**src/rtl/pc_fetch_sequencer.sv**
```systemverilog
// Program-counter sequencer and instruction-fetch handshake for the MIPS core.
// Chooses the next PC in priority order and commits it only when a fetched instruction is accepted.
module pc_fetch_sequencer #(
    parameter int              PC_W     = 8,
    parameter logic [PC_W-1:0] RESET_PC = '0,
    parameter int              PC_INC   = 1,
    parameter int              TIMEOUT  = 15
) (
    input  logic            clk,
    input  logic            rst,
    input  logic            imem_ready,
    input  logic            stall,
    input  logic            halt,
    input  logic            branch_taken,
    input  logic [PC_W-1:0] branch_target,
    input  logic            jump,
    input  logic            jal,
    input  logic [PC_W-1:0] jump_target,
    input  logic            jr,
    input  logic [PC_W-1:0] jr_target,
    output logic [PC_W-1:0] pc,
    output logic            imem_req,
    output logic            instr_valid,
    output logic            link_we,
    output logic [PC_W-1:0] link_addr,
    output logic [1:0]      state_o,
    output logic            imem_err,
    output logic [15:0]     redirect_cnt
);

    typedef enum logic [1:0] {
        ST_BOOT   = 2'b00,
        ST_FETCH  = 2'b01,
        ST_WAIT   = 2'b10,
        ST_HALTED = 2'b11
    } state_t;

    localparam logic [PC_W-1:0] PC_STEP     = PC_W'(PC_INC);
    localparam logic [7:0]      TIMEOUT_CNT = 8'(TIMEOUT);

    state_t          state, state_n;
    logic [PC_W-1:0] pc_n;
    logic [PC_W-1:0] seq_pc;
    logic [PC_W-1:0] next_pc;
    logic            redirect;
    logic            commit;
    logic [7:0]      wait_cnt, wait_cnt_n, wait_inc;
    logic            imem_err_n;
    logic [15:0]     redirect_cnt_n;
    logic            link_we_n;
    logic [PC_W-1:0] link_addr_n;

    // Handshake decode and next-PC source selection (jr > jump/jal > branch > sequential)
    always_comb begin
        imem_req    = (state == ST_FETCH) || (state == ST_WAIT);
        instr_valid = imem_req & imem_ready;
        commit      = instr_valid & ~stall;
        seq_pc      = pc + PC_STEP;
        wait_inc    = wait_cnt + 8'd1;
        next_pc     = seq_pc;
        redirect    = 1'b0;
        if (jr) begin
            next_pc  = jr_target;
            redirect = 1'b1;
        end else if (jump || jal) begin
            next_pc  = jump_target;
            redirect = 1'b1;
        end else if (branch_taken) begin
            next_pc  = branch_target;
            redirect = 1'b1;
        end
    end

    // Next-state logic; a stalled instruction is re-presented with control inputs ignored
    always_comb begin
        state_n        = state;
        pc_n           = pc;
        wait_cnt_n     = wait_cnt;
        imem_err_n     = imem_err;
        redirect_cnt_n = redirect_cnt;
        link_we_n      = 1'b0;
        link_addr_n    = link_addr;
        case (state)
            ST_BOOT: begin
                state_n = ST_FETCH;
            end
            ST_FETCH, ST_WAIT: begin
                if (commit) begin
                    wait_cnt_n = 8'd0;
                    if (halt) begin
                        state_n = ST_HALTED;
                    end else begin
                        state_n = ST_FETCH;
                        pc_n    = next_pc;
                        if (redirect && (redirect_cnt != 16'hFFFF))
                            redirect_cnt_n = redirect_cnt + 16'd1;
                        if (jal && !jr) begin
                            link_we_n   = 1'b1;
                            link_addr_n = seq_pc;
                        end
                    end
                end else if (instr_valid) begin
                    state_n    = ST_FETCH;
                    wait_cnt_n = 8'd0;
                end else begin
                    wait_cnt_n = wait_inc;
                    if (wait_inc >= TIMEOUT_CNT) begin
                        imem_err_n = 1'b1;
                        state_n    = ST_HALTED;
                    end else begin
                        state_n = ST_WAIT;
                    end
                end
            end
            default: begin
                state_n = ST_HALTED;
            end
        endcase
    end

    always_ff @(posedge clk) begin
        if (rst) begin
            state        <= ST_BOOT;
            pc           <= RESET_PC;
            wait_cnt     <= 8'd0;
            imem_err     <= 1'b0;
            redirect_cnt <= 16'd0;
            link_we      <= 1'b0;
            link_addr    <= '0;
        end else begin
            state        <= state_n;
            pc           <= pc_n;
            wait_cnt     <= wait_cnt_n;
            imem_err     <= imem_err_n;
            redirect_cnt <= redirect_cnt_n;
            link_we      <= link_we_n;
            link_addr    <= link_addr_n;
        end
    end

    assign state_o = state;

endmodule
```
**config.mk**
```make
export PLATFORM = sky130hd
export DESIGN_NAME = pc_fetch_sequencer
export DESIGN_NICKNAME = d
export VERILOG_FILES = /design/src/rtl/pc_fetch_sequencer.sv
export SDC_FILE = /design/constraint.sdc
export NUM_CORES = 1
export LEC_CHECK = 0
export ABC_AREA = 1
export CAP_MARGIN = 40
export CORE_MARGIN = 10
export CORE_UTILIZATION = 50
export CTS_BUF_LIST = sky130_fd_sc_hd__clkbuf_8
export DETAILED_ROUTE_END_ITERATION = 8
export PLACE_DENSITY = 0.78
export RECOVER_POWER = 50
export SYNTH_ARGS = -nofsm -noshare
export SYNTH_HDL_FRONTEND = slang
export SYNTH_SLANG_ARGS = --single-unit
```
**constraint.sdc**
```tcl
create_clock -name clk -period 1.89 [get_ports clk]
set_input_delay 0.567 -clock clk [delete_from_list [all_inputs] [get_ports clk]]
set_output_delay 0.567 -clock clk [all_outputs]
set_load 0.02 [all_outputs]
```
==> results.txt, run 1 <==
----------------------------------------------------
[Yosys]
  Mean Syn Cell Area ... between 6 and 7 um2
  Syn Inst Count ... 409
  Synth Warn # ... 0
  Synthesized-area fraction occupied by and/or/nand/nor cells ... approximately a third
  Total nets after synthesis ... ~450
  Number of different library cells in the post-synthesis netlist ... 31
  Main combinational cell family by area after synthesis ... simple AND/OR/NAND/NOR gates
  Portion of netlist area occupied by mux cells ... 0%
  Seq cells post-synth ... between 40 and 50
  Proportion of synthesized chip area in sequential cells ... between 30% and 40%
  Post-Synth Adder-Cell Area ... between 2 and 3%
  Complex-gate fraction of the synthesized area ... 16.72%
  Area share of xor/xnor cells in the synthesized design ... roughly 2.7%
  Total standard cell area after synthesis ... between 0.002 and 0.003 mm2

[Detailed routing]
  Number of remaining DRC errors ... 0
  Via density per instance ... between 5 and 6
  Final ANT Viol Nets ... 0
  First-iteration detailed-routing DRC count ... roughly 170
  Vias after detailed routing ... between 2000 and 3000
  Post-DR wirelength/cell ... between 10 and 15 um
  Number of iterations in the first detailed-routing pass ... 4
  Total Routed Length ... roughly 7700 um

[Global routing]
  Largest net degree at the start of global routing ... 30
  Via count of the first global-routing pass ... about 2900
  Total grt overflow ... 0
  First-pass GRT wire length ... around 13000 um
  Number of antenna violations at the first check in global routing ... 0
  Total Routing Usage GR ... 17.97%

[Critical path]
  Reg2Reg Launch Point ... redirect_cnt[0]
  Worst Reg2Reg Path Length in Cells ... 7
  Data arrival time of the critical path ... ~1300 ps
  CP Cell Sequence ... clkdlybuf4s50_1
  Worst EP required ... 1320 ps
  Setup slack of the worst register-to-register path ... approximately 120 ps
  Kind of end point of the critical path ... output pin
  Critical path buffers and inverters ... 1
  Worst-path fanout max ... 3
  Capture instance of the worst register-to-register path ... redirect_cnt[14]
  Master of the slowest instance on the critical path ... sky130_fd_sc_hd__clkdlybuf4s50_1
  Crit-path max cell delay ... approximately 620 ps
  Crit path launch type ... register
  Cell class contributing the biggest share of worst-path delay ... buffers and inverters
  Crit Path Category ... reg -> out

[Clock tree]
  Total clock buffers created by CTS ... 5
  Clock-pin slew reported for the worst setup and hold paths after clock tree synthesis ... ~80 ps
  Clk buf depth ... 2
  Clock insertion delay at the later pin of the skew report ... 290 ps
  Clock tree from TritonCTS ... built
  Clock Sinks ... 44
  Hold buffer count at CTS ... 0
  CTS H-Tree Depth ... 2
  Setup fix buffers added after clock tree synthesis ... 0
  Cell chosen for the clock root ... sky130_fd_sc_hd__clkbuf_8

[Placed design]
  Count of port buffers added during placement ... 70
  Routability congestion estimate from global placement ... between 0.9 and 1
  Post-Place Cells ... 565
  Total half-perimeter wirelength after legalization and detailed placement ... 6085 um

[Layout]
  Fin nets ... ~540
  Post-layout instance count excluding filler cells ... 572
  Ratio of cells with drive above 1 in the final layout ... between 10 and 15%
  ANT cells ... 0
  Area growth, synth to finish ... 39.81%

[Floorplan]
  Die height ... roughly 90 um
  Floorplan die area ... approximately 0.0086 mm2
  Count of standard-cell rows ... 26
  Initial core utilization ... about half
  Placeable Area ... approximately 0.0051 mm2
  Number of top-level design ports ... 71
  Die width ... 92.58 um

[Power and ir drop]
  Worst supply voltage drop on vdd ... about 540 uV
  Leak ... between 1.5 and 2 nW
  Cell Pwr Density ... 768.0 mW/mm2

[Worst hold path]
  Worst min path class ... reg -> reg
  Worst Hold Path Cells ... 2
  Beginning of the worst hold path ... link_addr[2]
  Destination of the worst hold path ... link_addr[2]

[STA]
  Shortest clock period the worst path allows after layout ... roughly 1800 ps
  Tcrit/Tclk final ... a little over nine tenths
  Final clock skew ... between 4 and 5 ps
  Number of setup violations in the final report ... 0
  Final hold violation count ... 0
  Highest Clock Rate ... 0.5429 GHz
  RSZ-0062 raised after global routing ... no
  Relative slew slack ... 71.65%
  Transition time of the tightest slew-check pin ... 421.9 ps
  Worst slack on hold paths ... ~470 ps
  Final Slew Violations ... 0
  Setup Total Neg Slack ... 0 ps

[Flow run]
  Max Cap Viol ... 0

[Status]
  Run status ... finished, final reports clean

----------------------------------------------------
## metrics by stage
stage          area [um2]  power [W]  setup slack (ps)  util, %
2_1_floorplan        2649   0.001582             21.21        -
3_3_place_gp         3602   0.002070            -454.8    70.53
3_5_place_dp         3602   0.002098            -453.5    70.53
4_1_cts              3704   0.002896            0.5365    72.51
5_1_grt              3682   0.002982             6.698    72.10
6_report             3682   0.002828             48.08    72.10
## worst register-to-register path, stage by stage (launching register included)
cell and delay, ps:
sky130_fd_sc_hd__dfxtp_1 450, sky130_fd_sc_hd__ha_1 300, sky130_fd_sc_hd__nand3_1 90, sky130_fd_sc_hd__or2_1 370, sky130_fd_sc_hd__nand2_8 160, sky130_fd_sc_hd__buf_12 120
sky130_fd_sc_hd__nand2_1 60, sky130_fd_sc_hd__a21oi_2 150
## per-layer routing
metal | global-route usage, % | share of wire [%]
met2 | 32.24 | 50
met4 | 5.270 | 1.3
met1 | 19.35 | 42
met3 | 6.457 | 7.3
met5 | 0 | 0
## flip-flops by register name, indices dropped and copies added, names as in the netlist
name / cells
link_we: 1
wait_cnt: 8
link_addr: 8
imem_err: 1
redirect_cnt: 16
pc: 8
state_o: 2
## where the power goes
| part | internal (W) | leakage (nW) | switching, W |
|---|---|---|---|
| Sequential | 0.000993 | 0.356 | 0.0000597 |
| Clock | 0.000520 | 0.0642 | 0.000322 |
| Combinational | 0.000398 | 1.13 | 0.000534 |
| Total | 0.00191 | 1.55 | 0.000916 |
## cells by family after synthesis
family / Yosys count
adder cells (fa/ha/maj): 6
buffers and inverters: 61
XOR/XNOR: 8
AO/OA/AOI/OAI: 77
AND/OR/NAND/NOR: 213
flip-flops: 44
## placed cells by master (no fill, tap or decap), types with 2 or more instances in the layout
master,n
sky130_fd_sc_hd__buf_4,21
sky130_fd_sc_hd__a21oi_1,39
sky130_fd_sc_hd__bufinv_16,2
sky130_fd_sc_hd__nand4_1,6
sky130_fd_sc_hd__clkdlybuf4s50_1,44
sky130_fd_sc_hd__dlygate4sd2_1,19
sky130_fd_sc_hd__o21ai_1,5
sky130_fd_sc_hd__buf_12,2
sky130_fd_sc_hd__nand3b_1,3
sky130_fd_sc_hd__o21ai_0,18
sky130_fd_sc_hd__xor2_1,7
sky130_fd_sc_hd__clkbuf_1,9
sky130_fd_sc_hd__nor3_1,5
sky130_fd_sc_hd__o211ai_1,6
sky130_fd_sc_hd__a21oi_2,5
sky130_fd_sc_hd__nor2_1,45
sky130_fd_sc_hd__inv_1,42
sky130_fd_sc_hd__ha_1,5
sky130_fd_sc_hd__nand2_1,112
sky130_fd_sc_hd__inv_2,3
sky130_fd_sc_hd__or2_2,5
sky130_fd_sc_hd__or2_1,2
sky130_fd_sc_hd__nand3_1,30
sky130_fd_sc_hd__dfxtp_1,43
sky130_fd_sc_hd__clkbuf_8,5
## worst max-delay path by stage
stage,start,endpoint,cells past startpoint
2_1_floorplan,state_o[0],redirect_cnt[11],11
3_3_place_gp,imem_ready,instr_valid,4
4_1_cts,state_o[0],imem_req,3
5_1_grt,redirect_cnt[4],redirect_cnt[4],1
3_5_place_dp,imem_ready,instr_valid,4
6_report,redirect_cnt[10],redirect_cnt[10],1
## synth_stat cells
cell	number	area (um2)
sky130_fd_sc_hd__nand2_1	113	424.2
sky130_fd_sc_hd__nor2_1	45	168.9
sky130_fd_sc_hd__dfxtp_1	44	880.8
sky130_fd_sc_hd__inv_1	43	161.4
sky130_fd_sc_hd__a21oi_1	39	195.2
sky130_fd_sc_hd__nand3_1	30	150.1
sky130_fd_sc_hd__o21ai_0	19	95.09
sky130_fd_sc_hd__clkbuf_1	8	30.03
sky130_fd_sc_hd__xor2_1	7	61.31
sky130_fd_sc_hd__ha_1	6	75.07
sky130_fd_sc_hd__nand4_1	6	37.54
sky130_fd_sc_hd__nor3_1	6	30.03
sky130_fd_sc_hd__o211ai_1	6	45.04
sky130_fd_sc_hd__a21oi_2	5	43.79
sky130_fd_sc_hd__or2_2	5	31.28
sky130_fd_sc_hd__inv_2	4	15.01
sky130_fd_sc_hd__o21ai_1	4	20.02
sky130_fd_sc_hd__nand3b_1	3	22.52
sky130_fd_sc_hd__buf_2	2	10.01
sky130_fd_sc_hd__buf_6	2	22.52
sky130_fd_sc_hd__or2_1	2	12.51
sky130_fd_sc_hd__a211oi_1	1	7.510
sky130_fd_sc_hd__a31oi_1	1	6.260
sky130_fd_sc_hd__a31oi_4	1	21.27
sky130_fd_sc_hd__buf_8	1	15.01
sky130_fd_sc_hd__clkinv_1	1	3.750
sky130_fd_sc_hd__nand2_2	1	6.260
sky130_fd_sc_hd__nand2_8	1	20.02
sky130_fd_sc_hd__nor2_2	1	6.260
sky130_fd_sc_hd__o22ai_1	1	6.260
sky130_fd_sc_hd__xnor2_1	1	8.760
## timing repair
| action | 4_1_cts | 5_1_grt |
|---|---|---|
| gates cloned | 0 | 0 |
| pin swaps | 0 | 2 |
| gates resized for setup | 25 | 15 |
| endpoints found under the setup margin | 21 | 34 |
## final cells by class
type / count / area, um2
sequential: 44 / 882.1
tap: 70 / 87.58
inverter: 48 / 188.9
multi-input combinational: 304 / 1520
timing repair buffer: 99 / 874.6
fill: 483 / 1425
clock inverter: 2 / 60.06
clock buffer: 5 / 68.82
Power figures use the tool's default switching activity.
==> run 2, diff against run 1 <==
--- a/config.mk
+++ b/config.mk
@@ -11,6 +11,8 @@
 export CORE_UTILIZATION = 50
 export CTS_BUF_LIST = sky130_fd_sc_hd__clkbuf_8
 export DETAILED_ROUTE_END_ITERATION = 8
+export GPL_ROUTABILITY_DRIVEN = 0
+export MAX_ROUTING_LAYER = met4
 export PLACE_DENSITY = 0.78
 export RECOVER_POWER = 50
 export SYNTH_ARGS = -nofsm -noshare
==> results.txt, run 2 (same netlist as run 1, synthesis figures left out) <==
----------------------------------------------------
[Detailed routing]
  First-iteration detailed-routing DRC count ... 178 (+7.2%)
  Number of remaining DRC errors ... 0 (unchanged)
  Final ANT Viol Nets ... 0 (unchanged)
  Vias after detailed routing ... 2940 (-0.57%)
  Total Routed Length ... 7744 um (about the same)
  Via density per instance ... 5.140 (-0.57%)
  Number of iterations in the first detailed-routing pass ... 4 (unchanged)
  Post-DR wirelength/cell ... 13.54 um (about the same)

[Worst hold path]
  Worst min path class ... reg -> reg

[Floorplan]
  Die width ... 92.58 um (unchanged)
  Count of standard-cell rows ... 26 (unchanged)
  Placeable Area ... 0.005107 mm2 (unchanged)
  Number of top-level design ports ... 71 (unchanged)
  Initial core utilization ... 51.57% (unchanged)
  Floorplan die area ... 0.008570 mm2 (unchanged)
  Die height ... 92.58 um (unchanged)

[Layout]
  Post-layout instance count excluding filler cells ... 572 (unchanged)
  Filler Cells Inserted ... 483 (unchanged)
  Utilization after layout ... 72.10% (unchanged)
  Top reg by flops ... redirect_cnt
  Max reg flops ... 16 (unchanged)
  ANT cells ... 0 (unchanged)
  Ratio of cells with drive above 1 in the final layout ... 11.16% (unchanged)
  Area growth, synth to finish ... 39.81% (unchanged)
  Area taken by flip-flops and latches ... 882.1 um2 (unchanged)
  Most frequent cells in the layout ... sky130_fd_sc_hd__nand2_1, sky130_fd_sc_hd__nor2_1, sky130_fd_sc_hd__clkdlybuf4s50_1
  Area taken by multi-input logic gates ... 0.001520 mm2 (unchanged)
  Fin nets ... 541 (unchanged)
  Most common cell after layout, fill and taps aside ... sky130_fd_sc_hd__nand2_1

[Placed design]
  Post-Place Cells ... 565 (unchanged)
  Count of port buffers added during placement ... 70 (unchanged)
  Total half-perimeter wirelength after legalization and detailed placement ... 6085 um (unchanged)

[STA]
  Transition time of the tightest slew-check pin ... 421.5 ps (-0.4640 ps)
  RSZ-0062 raised after global routing ... no
  Highest Clock Rate ... 0.5446 GHz (+0.32%)
  Final clock skew ... 6.411 ps (+1.923 ps)
  Relative slew slack ... 71.69% (about the same)
  Shortest clock period the worst path allows after layout ... 1836 ps (-5.864 ps)
  Number of setup violations in the final report ... 0 (unchanged)
  Worst slack on hold paths ... 466.1 ps (-0.1030 ps)
  Final hold violation count ... 0 (unchanged)
  Final Slew Violations ... 0 (unchanged)
  Tcrit/Tclk final ... 97.15% (-0.31 points)
  Setup Total Neg Slack ... 0 ps (unchanged)

[Power and ir drop]
  Cell Pwr Density ... 768.3 mW/mm2 (about the same)
  Part of the total power dissipated in sequential elements ... 37.2% (about the same)
  Combinational cell fraction of total power ... 33.0% (about the same)
  Leak ... 1.547 nW (unchanged)
  Clock network fraction of design power ... 29.8% (about the same)
  Worst supply voltage drop on vdd ... 543.1 uV (about the same)
  Switching share of total power ... 32.44% (+0.043 points)
  Sw Pwr ... 0.0009176 W (+0.17%)
  Internal power ... 0.001911 W (about the same)

[Critical path]
  Cell class contributing the biggest share of worst-path delay ... buffers and inverters
  Crit-path max cell delay ... 610 ps (about the same)
  Crit Path Category ... reg -> out
  Kind of end point of the critical path ... output pin
  Worst-path fanout max ... 3 (unchanged)
  Crit path launch type ... register
  Worst EP required ... 1320 ps (about the same)
  CP Cell Sequence ... clkdlybuf4s50_1
  Data arrival time of the critical path ... 1270 ps (about the same)
  Critical path buffers and inverters ... 1 (unchanged)
  Master of the slowest instance on the critical path ... sky130_fd_sc_hd__clkdlybuf4s50_1

[Clock tree]
  Clk buf depth ... 2 (unchanged)
  Total clock buffers created by CTS ... 5 (unchanged)
  Clock-pin slew reported for the worst setup and hold paths after clock tree synthesis ... 80 ps (about the same)
  Clock insertion delay at the later pin of the skew report ... 300 ps (about the same)
  CTS H-Tree Depth ... 2 (unchanged)
  Cell chosen for the clock root ... sky130_fd_sc_hd__clkbuf_8
  Clock Sinks ... 44 (unchanged)
  Clock tree from TritonCTS ... built
  Hold buffer count at CTS ... 0 (unchanged)

[Status]
  Run status ... finished, final reports clean

[Global routing]
  Total Routing Usage GR ... 18.49% (+0.52 points)
  First-pass GRT wire length ... 12940 um (unchanged)
  Via count of the first global-routing pass ... 2892 (-0.14%)
  Number of antenna violations at the first check in global routing ... 0 (unchanged)
  Total grt overflow ... 0 (unchanged)
  Largest net degree at the start of global routing ... 30 (unchanged)

[Flow run]
  Max Cap Viol ... 0 (unchanged)

----------------------------------------------------
-- run 2: tightest hold or removal path: stages, from the launching register on --
cell	delay [ps]
sky130_fd_sc_hd__dfxtp_1	310
sky130_fd_sc_hd__nand2_1	60
sky130_fd_sc_hd__a21oi_1	50
-- run 2: power groups by stage --
stage / combinational (W) / clock, W / sequential [W]
3_3_place_gp: 0.000994 / 0 / 0.00108
5_1_grt: 0.00103 / 0.000892 / 0.00106
2_1_floorplan: 0.000447 / 0 / 0.00114
6_report: 0.000933 / 0.000843 / 0.00105
4_1_cts: 0.000980 / 0.000861 / 0.00105
3_5_place_dp: 0.00102 / 0 / 0.00108
-- run 2: timing repair --
action	CTS	global route
pin swaps	0	2
setup buffers	0	0
gates resized for setup	25	15
hold endpoints to repair	0	0
endpoints found under the setup margin	21	34
-- run 2: path summary, 6_finish.rpt --
| kind | startpoint | slack, ps | depth (start not counted) | end |
|---|---|---|---|---|
| max | redirect_cnt[10] | 50 | 1 | redirect_cnt[10] |
| min | link_addr[2] | 470 | 2 | link_addr[2] |
| max reg2reg | redirect_cnt[0] | 130 | 7 | redirect_cnt[14] |
| min reg2reg | link_addr[2] | 470 | 2 | link_addr[2] |
-- run 2: final cells by class --
type	count	share of cell area [%]
tap	70	2.379
multi-input combinational	304	41.28
timing repair buffer	99	23.75
clock inverter	2	1.631
sequential	44	23.96
clock buffer	5	1.869
inverter	48	5.131
-- run 2: metal layers --
layer	global-route usage [%]	share of wire [%]	wire, um	up-vias
met5	-	0	0	-
met4	5.270	1.4	107	0
met3	5.246	5.9	460	10
met2	32.29	49	3830	77
met1	20.01	43	3346	1346
li1	-	-	-	1507
-- run 2: through the flow --
step | instance area, um2 | setup slack [ps] | power [W]
global placement | 3602 | -454.8 | 0.002070
detailed placement | 3602 | -453.5 | 0.002098
global route | 3682 | 6.688 | 0.002981
floorplan | 2649 | 21.21 | 0.001582
finish | 3682 | 53.95 | 0.002829
CTS | 3704 | 0.5365 | 0.002896
==> run 3, diff against run 2 <==
--- a/config.mk
+++ b/config.mk
@@ -5,7 +5,6 @@
 export SDC_FILE = /design/constraint.sdc
 export NUM_CORES = 1
 export LEC_CHECK = 0
-export ABC_AREA = 1
 export CAP_MARGIN = 40
 export CORE_MARGIN = 10
 export CORE_UTILIZATION = 50
@@ -13,8 +12,9 @@
 export DETAILED_ROUTE_END_ITERATION = 8
 export GPL_ROUTABILITY_DRIVEN = 0
 export MAX_ROUTING_LAYER = met4
-export PLACE_DENSITY = 0.78
+export PLACE_DENSITY = 0.79
 export RECOVER_POWER = 50
+export SLEW_MARGIN = 20
 export SYNTH_ARGS = -nofsm -noshare
 export SYNTH_HDL_FRONTEND = slang
 export SYNTH_SLANG_ARGS = --single-unit
==> results.txt, run 3 <==
----------------------------------------------------
[Yosys]
  Main area contributors after synthesis ... sky130_fd_sc_hd__dfxtp_1, sky130_fd_sc_hd__nor2_1, sky130_fd_sc_hd__xnor2_1
  Seq cells post-synth ... 44 (unchanged)
  Proportion of synthesized chip area in sequential cells ... 34.01% (+0.57 points)
  Library cell with the largest summed area after synthesis ... sky130_fd_sc_hd__dfxtp_1
  Number of different library cells in the post-synthesis netlist ... 61 (+97%)
  Fraction of post-synthesis cell area in the top cell type by area ... 34.01% (+0.57 points)
  Syn Inst Count ... 307 (-25%)
  Synth async-reset ratio ... 0% (unchanged)
  Total nets after synthesis ... 346 (-23%)
  Synth Warn # ... 0 (unchanged)
  Total standard cell area after synthesis ... 0.002590 mm2 (-1.7%)
  Predominant post-synthesis flop cell ... sky130_fd_sc_hd__dfxtp_1
  Mean Syn Cell Area ... 8.436 um2 (+31%)
  Number of enable flip-flop cells after synthesis ... 0 (unchanged)
  Most numerous cell in the Yosys netlist ... sky130_fd_sc_hd__dfxtp_1
  Leading post-synthesis cells by instance count ... sky130_fd_sc_hd__dfxtp_1, sky130_fd_sc_hd__nor2_1, sky130_fd_sc_hd__nand2_1

[Critical path]
  Master of the slowest instance on the critical path ... sky130_fd_sc_hd__dfxtp_4
  Crit-path max cell delay ... 370 ps (-240 ps)
  Kind of end point of the critical path ... register
  Crit Path Category ... reg -> reg
  CP Cell Sequence ... inv_4, ha_4, and4bb_2, o31ai_4, buf_12, buf_4, a2111oi_4, xnor2_1, nor2_1
  Worst EP required ... 2070 ps (+750 ps)
  Data arrival time of the critical path ... 2090 ps (+820 ps)
  Worst-path fanout max ... 7 (+4)
  Crit path launch type ... register

[Global routing]
  Number of antenna violations at the first check in global routing ... 0 (unchanged)
  Largest net degree at the start of global routing ... 22 (-27%)
  Total grt overflow ... 0 (unchanged)
  Total Routing Usage GR ... 17.24% (-1.2 points)
  Via count of the first global-routing pass ... 2588 (-11%)
  First-pass GRT wire length ... 12060 um (-6.8%)

[Detailed routing]
  First-iteration detailed-routing DRC count ... 80 (-55%)
  Final ANT Viol Nets ... 0 (unchanged)
  Via density per instance ... 5.478 (+6.6%)
  Number of iterations in the first detailed-routing pass ... 4 (unchanged)
  Total Routed Length ... 7238 um (-6.5%)
  Number of remaining DRC errors ... 0 (unchanged)
  Post-DR wirelength/cell ... 15.30 um (+13%)
  Vias after detailed routing ... 2591 (-12%)

[STA]
  Final clock skew ... 12.59 ps (+6.182 ps)
  RSZ-0062 raised after global routing ... yes
  Final worst setup slack ... -13.39 ps (-67.34 ps)
  Final Slew Violations ... 0 (unchanged)
  Final hold violation count ... 0 (unchanged)
  Setup Total Neg Slack ... -20.63 ps (-20.63 ps)
  Relative slew slack ... 73.58% (+1.9 points)
  Number of setup violations in the final report ... 2 (+2)
  Highest Clock Rate ... 0.5254 GHz (-3.5%)
  Tcrit/Tclk final ... 100.7% (+3.6 points)
  Transition time of the tightest slew-check pin ... 395.8 ps (-25.63 ps)
  Shortest clock period the worst path allows after layout ... 1903 ps (+67.34 ps)

[Clock tree]
  Cell chosen for the clock root ... sky130_fd_sc_hd__clkbuf_8
  Clock insertion delay at the later pin of the skew report ... 300 ps (about the same)
  Clock-pin slew reported for the worst setup and hold paths after clock tree synthesis ... 90 ps (about the same)
  Clock tree from TritonCTS ... built
  Clock Sinks ... 44 (unchanged)
  Total clock buffers created by CTS ... 5 (unchanged)
  Clk buf depth ... 2 (unchanged)
  CTS H-Tree Depth ... 2 (unchanged)

[Floorplan]
  Die width ... 91.97 um (-0.65%)
  Floorplan die area ... 0.008458 mm2 (-1.3%)
  Number of top-level design ports ... 71 (unchanged)
  Placeable Area ... 0.005075 mm2 (-0.64%)
  Die height ... 91.97 um (-0.65%)
  Initial core utilization ... 51.04% (-0.53 points)
  Count of standard-cell rows ... 26 (unchanged)

[Power and ir drop]
  Leak ... 1.457 nW (-5.8%)
  Worst supply voltage drop on vdd ... 392.0 uV (-28%)
  Cell Pwr Density ... 713.7 mW/mm2 (-7.1%)

[Worst hold path]
  Worst min path class ... reg -> reg

[Layout]
  Area growth, synth to finish ... 43.58%
  Most frequent cells in the layout ... sky130_fd_sc_hd__nor2_1, sky130_fd_sc_hd__dfxtp_1, sky130_fd_sc_hd__clkdlybuf4s50_1
  Fin nets ... 441 (-18%)
  Max reg flops ... 16 (unchanged)
  Most common cell after layout, fill and taps aside ... sky130_fd_sc_hd__nor2_1
  Top reg by flops ... redirect_cnt
  ANT cells ... 0 (unchanged)
  Filler Cells Inserted ... 413 (-14%)
  Post-layout instance count excluding filler cells ... 473 (-17%)
  Final design area excluding fillers ... 0.003719 mm2 (+0.99%)
  Utilization after layout ... 73.27% (+1.2 points)
  Ratio of cells with drive above 1 in the final layout ... 20.10% (+8.9 points)

[Placed design]
  Total half-perimeter wirelength after legalization and detailed placement ... 5336 um (-12%)
  Cell area after placement ... 0.003547 mm2 (-1.5%)
  Count of port buffers added during placement ... 70 (unchanged)
  Post-Place Cells ... 457 (-19%)
  Worst slack at placement ... -504.5 ps (-51.03 ps)

[Flow run]
  Max Cap Viol ... 0 (unchanged)

[Status]
  Run status ... finished, violations left
  Violations in the final reports ... setup timing

----------------------------------------------------
## run 3: cell count changes in the layout (fill, tap and decap cells not counted), sizes merged, moves of 10 or more
cell	delta
a21oi	-23
buf	+14
clkdlybuf4s50	-10
dlygate4sd2	+11
inv	-36
nand2	-93
nand3	-17
xnor2	+12
## run 3: logic make-up (layout without fill, tap and decap cells)
logic type,Yosys count,count (layout),synth area share (%)
and+or+nand+nor,130,130,26.96
xor gates and xnor gates,17,17,5.749
DFF,44,44,34.01
adders and majority gates,7,7,3.285
muxes,3,3,1.159
buffers and inverters,27,123,5.507
AOI/OAI and AO/OA,79,79,23.33
## run 3: what timing repair did
action                                 in CTS  in global routing
gates cloned                                0                  1
pin swaps                                   5                 13
buffers inserted                            5                  2
endpoints found under the hold margin       0                  0
hold buffers                                0                  0
resized for setup                          44                 18
setup endpoints to repair                  39                 27
## run 3: critical path, delay by kind of cell (launching register included)
family | cells | cell delay [ps]
buffers and inverters | 3 | 320
XOR/XNOR | 1 | 150
AO/OA/AOI/OAI | 2 | 370
AND/OR/NAND/NOR | 2 | 320
flip-flops | 1 | 370
adder cells (fa/ha/maj) | 1 | 260
## run 3: area by class of cell
cell class / count / area, um2 / share of cell area [%]
inverter: 8 / 32.53 / 0.8748
clock inverter: 3 / 12.51 / 0.3365
multi-input combinational: 236 / 1659 / 44.62
tap: 70 / 87.58 / 2.355
sequential: 44 / 889.6 / 23.92
clock buffer: 5 / 68.82 / 1.851
timing repair buffer: 107 / 968.4 / 26.04
## run 3: routing by layer
layer	global-route usage, %	share of wire, %	vias up	wire length (um)
li1	-	-	1298	-
met1	19.76	44	1183	3186
met2	28.29	47	93	3423
met3	5.623	6.1	17	440
met4	4.627	2.6	0	188
met5	-	0	-	0
## run 3: power breakdown
part | internal, W | switching [W]
sequential | 0.00100 | 0.0000654
clock | 0.000249 | 0.000310
combinational | 0.000502 | 0.000528
## run 3: worst paths after layout
| path | slack (ps) | to | start | cells past startpoint |
|---|---|---|---|---|
| max | -10 | redirect_cnt[15] | state_o[1] | 9 |
| min | 460 | link_addr[1] | link_addr[1] | 2 |
| max reg2reg | -10 | redirect_cnt[15] | state_o[1] | 9 |
| min reg2reg | 460 | link_addr[1] | link_addr[1] | 2 |
## run 3: stage by stage
step           total power (W)  hold WS [ps]
6_report              0.002654         462.6
2_1_floorplan         0.001629         479.8
5_1_grt               0.002823         511.4
3_3_place_gp          0.002075         439.9
4_1_cts               0.002627         465.3
3_5_place_dp          0.002089         456.5
